**src/rtl/tv_checker_vec_ram.sv**
```systemverilog
// Vector store: DEPTH x VW, one write port, one synchronous read port.
// A same-cycle write to the read address is forwarded (write-first).
module tvc_vec_ram #(
  parameter  int DEPTH = 128,
  parameter  int VW    = 8,
  localparam int AW    = $clog2(DEPTH)
) (
  input  logic          clk_i,
  input  logic          we_i,
  input  logic [AW-1:0] wa_i,
  input  logic [VW-1:0] wd_i,
  input  logic [AW-1:0] ra_i,
  output logic [VW-1:0] rd_o
);

  logic [VW-1:0] mem_q [DEPTH];

  // write port plus registered read with write-first forwarding
  always_ff @(posedge clk_i) begin
    if (we_i) mem_q[wa_i] <= wd_i;
    rd_o <= (we_i && (wa_i == ra_i)) ? wd_i : mem_q[ra_i];
  end

endmodule

```
**config.mk**
```make
export PLATFORM = sky130hd
export DESIGN_NAME = tvc_vec_ram
export DESIGN_NICKNAME = d
export VERILOG_FILES = /design/src/rtl/tv_checker_vec_ram.sv
export SDC_FILE = /design/constraint.sdc
export NUM_CORES = 1
export LEC_CHECK = 0
export CAP_MARGIN = 20
export CORE_UTILIZATION = 55
export DETAILED_ROUTE_END_ITERATION = 8
export GPL_TIMING_DRIVEN = 0
export HOLD_SLACK_MARGIN = 0.08
export PLACE_DENSITY = 0.71
export SLEW_MARGIN = 10
export SYNTH_ARGS = -nofsm -noshare
export SYNTH_HDL_FRONTEND = slang
export SYNTH_SLANG_ARGS = --single-unit
```
**constraint.sdc**
```tcl
create_clock -name clk_i -period 6.85 [get_ports clk_i]
set_clock_uncertainty 0.05 [all_clocks]
set_input_delay 2.055 -clock clk_i [delete_from_list [all_inputs] [get_ports clk_i]]
set_output_delay 2.055 -clock clk_i [all_outputs]
set_load 0.005 [all_outputs]
```
## Word-level counts from Yosys, hierarchy flattened

Memory sizes are Yosys's and may differ from the RTL's. A register that Yosys moved wholly into a read port is not among the register bits.
Cells that the tools add are included.

- Register bits after elaboration: 0
- Latch bits: 0
- Memory bits (writable): 1024
- Memory bits (read-only): 0
- Output and inout port bits: 8
- Word-level logic and storage cells: 3
- Memories kept: 1

Memories:

| memory | words | bits a word | read ports | clocked after memory_dff | write ports | RTL line | source |
|---|---|---|---|---|---|---|---|
| mem_q | 128 | 8 | 1 | 1 | 1 | 16 | `logic [VW-1:0] mem_q [DEPTH];` |

- $add $sub $neg: 0
- Multiply operators: 0
- Div/mod/pow operators: 0
- $lt $le $gt $ge: 0
- Equality and inequality tests: 0
- Shift operators: 0
- Mux-type cells: 2
- Bitwise logic cells: 0
- Reductions and logical operators: 0

Operator list:

| kind | number |
|---|---|
| 1-bit two-way mux | 2 |

## Longest topological paths before layout

- Depth in word-level cells: 2
- Depth in mapped cells: 7

## Worst setup path after synthesis

OpenSTA, ideal clock, no wires.

- Kind: reg2out
- Start: reg with a tool-made name
- End: out rd_o[0]
- Arrival: 2694 ps
- Data required time: 4745 ps
- Setup slack: 2051 ps
- Cell stages (with the launch flop): 7
- Cells stage by stage: dfxtp_1 clkbuf_1 buf_1 mux4_2 mux4_2 mux4_2 mux2_2

RTL lines:

| what | RTL line | source |
|---|---|---|
| end: declaration | 13 | `output logic [VW-1:0] rd_o` |

==> flow_summary.ini <==
[outcome]
status = completed

[grt]
track_usage_pct = 25.99
grt_pass1_vias = 18430
grt_pass1_wl_um = 133100
grt_max_degree = 89
antenna_found_initial = 7
grt_overflow = 0

[sta]
tns_ns = 0
fmax_mhz = 148.4
finalSetupViolCount = 0
drv_slew = 0
slew_headroom_pct = 15.26
fin_crit_sh_pct = 98.39
post-route-min-period_ns = 6.740
hold_viol = 0
tightestPinTransition_ns = 1.271
rsz0062_at_grt = false

[detailed_routing]
drtPass1Iterations = 5
ant_nets = 0
drt-initial-drc-count = 2419
routed_wl_um = 92220
routed-via-count = 18430
wl_per_cell_um = 32.83
drc = 0
vias_per_cell = 6.561

[floorplan]
rows = 98
die_h_um = 270.5
boundaryPins = 32
die-area_um2 = 73160
core_um2 = 71360
initial_utilization_pct = 55.55
fp.dieW_um = 270.5

[synthesis]
synthArstFlopShare_pct = 0
synth.top_cells.by_area = edfxtp_1, mux4_2, nor2_1
avgSynthCellArea_um2 = 24.26
synthTopCellsByCount = edfxtp_1, mux4_2, nor2_1
ys.flop_type = edfxtp_1
synthMostInstantiatedCell = edfxtp_1
synth_edf_count = 1024
post_synth_inst_count = 1634
ys_seq_area_share_pct = 77.91
yosysTopAreaCell = edfxtp_1
synthesis.nets = 1658
ys_seq_elements = 1031
syn_area_um2 = 39650
yosysTopAreaCellShare_pct = 77.56
ys_warn_count = 0
yosysUniqueCellTypes = 17

[power]
sw_frac_of_total_pct = 21.09
p_total_mw = 12.80
pwr-share-comb_pct = 5.4
internal_power_mw = 10.10
p_sw_mw = 2.699
power_frac_seq_pct = 54.5
power_leakage_nw = 13.58
p_per_area_nw_per_um2 = 287.6
pwr-share-clk_pct = 40.1
peakVddDrop_uv = 311.2

[clocking]
clockBufferDepth = 3
root_buffer = clkbuf_16
numCtsBuffers = 100
cts_hold_buf = 0
htreeDepth = 3
cts_tree = done
cts_sinks = 1031
clk_pin_slew_ns = 0.06
cts_setup_buffers = 0
ctsResizeCount = 19

[place]
dpl.hpwl_um = 60550
portBuffers = 27
gp_congestion = 0.8573

[layout]
drive_above_1_share_pct = 29.87
reg_top3 = mem_q (1024)
largest_reg_flops = 1024
syn2layout_area_growth_pct = 12.23
final_nets = 1803
top_register = mem_q

[worst_setup_path]
crit_required_ns = 4.74
critPathMaxFanout = 10
endpoint = rd_o[5]
end_kind = output pin
cp.arrival_ns = 4.63
startpoint_type = flip-flop
critPathKind = flip-flop to output pin

[worst_hold_path]
hp-start = ra_i[3]
holdCritPathClass = input pin to flip-flop

[job]
max-cap-violations = 0
layer usage:
layer	wire, µm	track usage, %	up-vias	share of wire [%]
li1	-	-	7319	-
met1	35220	37.83	9897	38
met2	44620	40.08	1056	48
met3	9422	5.529	151	10
met4	2922	8.252	6	3.2
met5	38	0	-	0.041
final cells by class:
type / instances / area, µm²
Tap cell: 950 / 1189
Fill cell: 4697 / 26870
Buffer: 88 / 452.9
Antenna cell: 1 / 2.502
Clock buffer: 121 / 2603
Clock inverter: 60 / 450.4
Sequential cell: 1031 / 30890
Multi-Input combinational cell: 514 / 8374
Timing Repair Buffer: 44 / 533.0
metrics by stage:
stage / cell area, µm² / util (%) / setup slack [ns] / instances / hold slack [ns]
finish: 44490 / 62.35 / 0.1105 / 2809 / 1.790
global route: 44490 / 62.34 / 0.02271 / 2808 / 1.769
CTS: 44470 / 62.32 / 0.003544 / 2807 / 1.753
detailed placement: 41380 / 57.98 / 0.4588 / 2627 / 2.457
global placement: 41100 / 57.60 / 0.1172 / 2611 / 2.457
floorplan: 39650 / - / 2.051 / 1634 / 2.033
power by group through the flow:
| stage | Sequential [mW] | Clock [mW] | Combinational (mW) |
|---|---|---|---|
| 6_report | 6.97 | 5.13 | 0.694 |
| 3_5_place_dp | 7.10 | 0 | 0.694 |
| 5_1_grt | 6.97 | 5.42 | 0.719 |
| 4_1_cts | 6.97 | 5.18 | 0.694 |
| 2_1_floorplan | 7.10 | 0 | 0.355 |
| 3_3_place_gp | 7.13 | 0 | 0.662 |
logic make-up after synthesis:
kind of cell / after synthesis / synth area share [%]
flip-flops: 1031 / 77.91
AND/OR/NAND/NOR: 170 / 1.758
buffers and inverters: 89 / 1.013
multiplexers: 344 / 19.31
layout by cell type (no fill, tap or decap), types with 2 or more instances in the layout:
cell type	netlist	routed
clkinvlp_4	0	3
mux2_2	8	8
dfxtp_1	7	7
buf_1	18	11
buf_2	15	22
nand4_1	3	3
clkdlybuf4s15_2	0	4
buf_16	0	6
buf_4	11	20
clkinv_8	0	4
clkbuf_2	0	15
nand3_1	12	12
buf_12	0	2
nor2_1	122	122
nor2b_1	7	7
nand2b_1	2	2
mux4_2	336	336
buf_8	0	3
edfxtp_1	1024	1024
nor3_1	9	5
nand2_1	14	14
clkbuf_16	0	101
bufinv_16	0	4
clkinv_1	0	28
clkdlybuf4s50_1	0	19
clkinv_2	0	18
clkbuf_1	44	48
nor3_2	0	4
worst min-delay path by stage:
| stage | endpoint | depth (start not counted) |
|---|---|---|
| detailed placement | flip-flop | 1 |
| CTS | flip-flop | 1 |
| global placement | flip-flop | 1 |
| floorplan | flip-flop | 0 |
| finish | flip-flop | 1 |
| global route | flip-flop | 1 |
critical path, stage by stage (launching register included):
cell,delay (ns)
dfxtp_1,0.31
clkbuf_1,0.43
clkbuf_4,0.41
buf_4,0.32
mux4_2,0.60
mux4_2,0.57
mux4_2,0.54
mux2_2,0.31
clkdlybuf4s50_1,0.48
Note: power is estimated with default switching activity, not from simulation.
==> edit (config.mk and constraints unchanged) <==
The parameter `DEPTH` goes from 128 to 256.
--- a/src/rtl/tv_checker_vec_ram.sv
+++ b/src/rtl/tv_checker_vec_ram.sv
@@ -3,3 +3,3 @@
 module tvc_vec_ram #(
-  parameter  int DEPTH = 128,
+  parameter  int DEPTH = 256,
   parameter  int VW    = 8,
Interface: changed (resized ra_i and wa_i); port bits go from 32 to 34. The function was not compared with the original's and may differ.
==> edit against the unedited design <==
The run now ends with setup timing left; total power increased by 100%; first-iteration DRC count grew to 3.0 times the old value; final area is 100% higher; routed wire length grew to 2.5 times the old value; synthesized area up 100%; core utilization up 0.32 points; setup slack worse by 210 ps; count of clock-buffer cells in the layout increased by 127; sequential share of layout area down 0.85 points; sequential cell count grew 1025; synthesized cell count increased by 130%; highest routed layer unchanged.
==> edit: results (changes against the unedited design) <==
grt_max_degree: 152  # was 89
hold_ws_ps: 1520  # was 1790 ps
synth_edf_count: 2048  # was 1024
leakage_nw: 27.8  # was 13.6 nW
dp_hpwl_um: 154000  # was 60500 µm
fillers: 9487  # was 4697
vdd_drop_max_mv: 0.297  # was 0.311 mV
crit_fanout: 10  # unchanged
drive_gt1_share_pct: 24.9  # was 29.9%
seq_area_frac_synth_pct: 77.5  # was 77.9%
finalWirelength_um: 232000  # was 92200 µm
place_ws_ps: -427  # was 459 ps
vias: 42100  # was 18400
relSlewSlack_pct: 23.9  # was 15.3%
critPathMaxStageDelay_ps: 670  # was 600 ps
cp_slowest_cell: "clkdlybuf4s50_1"  # was mux4_2
dpl-instance-area_um2: 82900  # was 41400 µm²
finalSetupViolations: 6  # was 0
crit_arrival_ps: 4840  # was 4630 ps
grt_pass1_vias: 40600  # was 18400
avgViaCountPerCell: 6.92  # was 6.56
synth_common_cells: "edfxtp_1, mux4_2, nor2_1"  # unchanged
reg.largest.list: "mem_q: 2048 flops"  # was mem_q: 1024 flops
violations: "setup timing"
post-route-worst-setup-slack_ps: -95.5  # was 110 ps
cts_made_buffers: 198  # was 100
synth.area.top_cells: "edfxtp_1, mux4_2, mux2i_1"  # was edfxtp_1, mux4_2, nor2_1
antenna_found_initial: 9  # was 7
firstDrtPassIters: 7  # was 5
htree_num_levels: 4  # was 3
ys_types: 55  # was 17
synth_nets: 3759  # was 1658
hp-start: "wd_i[0]"  # was ra_i[3]
grt_pass1_wl_um: 318000  # was 133000 µm
status: "finished, violations left"  # was complete, no violations
clock_path_buffers: 3  # unchanged
drtIter0Drc: 7315  # was 2419
grt_usage_pct: 32.1  # was 26.0%
syn_inst: 3733  # was 1634
io_buffers: 28  # was 27
place_congestion: 1.01  # was 0.857
[edit: cell count changes after synthesis, moves of 20 or more]
cell / before / now
edfxtp_1: 1024 / 2048
nor2_1: 122 / 282
mux2i_1: 0 / 134
a22oi_1: 0 / 133
mux4_2: 336 / 454
a21oi_1: 0 / 96
clkbuf_1: 44 / 111
o221ai_1: 0 / 46
o22ai_1: 0 / 28
nor2b_1: 7 / 31
nor4_1: 0 / 24
nand3_1: 12 / 34
buf_6: 1 / 21
[edit: layer usage]
metal / vias up / global-route usage (%) / routed length, µm
li1: 16200 / - / -
met1: 21900 / 43.9 / 82100
met2: 3291 / 47.2 / 104000
met3: 590 / 10.0 / 32700
met4: 14 / 15.7 / 13200
met5: - / 0 / 113
[edit: logic make-up after synthesis]
| kind of cell | after synthesis | synth area share (%) |
|---|---|---|
| buf+inv | 235 | 1.83 |
| compound gates | 385 | 3.42 |
| flops | 2056 | 77.5 |
| simple gates | 466 | 2.63 |
| mux | 591 | 14.6 |
[edit: cell type report]
class                   count  area (µm²)  share of cell area, %
flip-flops and latches   2056       61700                   68.6
multi-input cells        1442       17000                   18.9
clock buffers             248        5300                   5.89
well taps                1903        2380                   2.65
plain buffers             232        1620                   1.80
repair buffers             68         962                   1.07
clock inverters           115         938                   1.04
diodes                     10        25.0                 0.0278
inverters                   2        8.76                0.00974
[edit: power breakdown]
group	switching [W]	internal [W]
clock network	0.00467	0.00596
logic	0.00106	0.000505
registers	0.0000119	0.0139
total	0.00575	0.0203
[edit: repair_timing]
action,CTS,global route
endpoints found under the setup margin,8,8
gates resized for setup,139,41
pin swaps,4,5
buffers inserted,0,2
hold buffers,0,0
gates cloned,0,0
[edit: worst max path at each step]
stage / end / slack, ps / cells past startpoint
4_1_cts: rd_o[6] / -30 / 9
5_1_grt: rd_o[0] / -4 / 11
2_1_floorplan: rd_o[2] / 2580 / 9
6_report: rd_o[3] / -100 / 9
3_5_place_dp: rd_o[3] / -430 / 8
3_3_place_gp: mem_q[136][0] / -3900 / 1
[edit: through the flow]
step,total power [W],setup TNS [ps]
final,0.0261,-263
after CTS,0.0260,-58.6
after floorplan,0.0148,0
after global routing,0.0266,-3.82
after global placement,0.0157,-7329560
after detailed placement,0.0156,-1640
[edit: critical path: cells and delay by family (launching register included)]
family | cells | cell delay, ps
AOI/OAI and AO/OA | 2 | 770
buffers and inverters | 4 | 1910
DFF | 1 | 450
and+or+nand+nor | 3 | 850
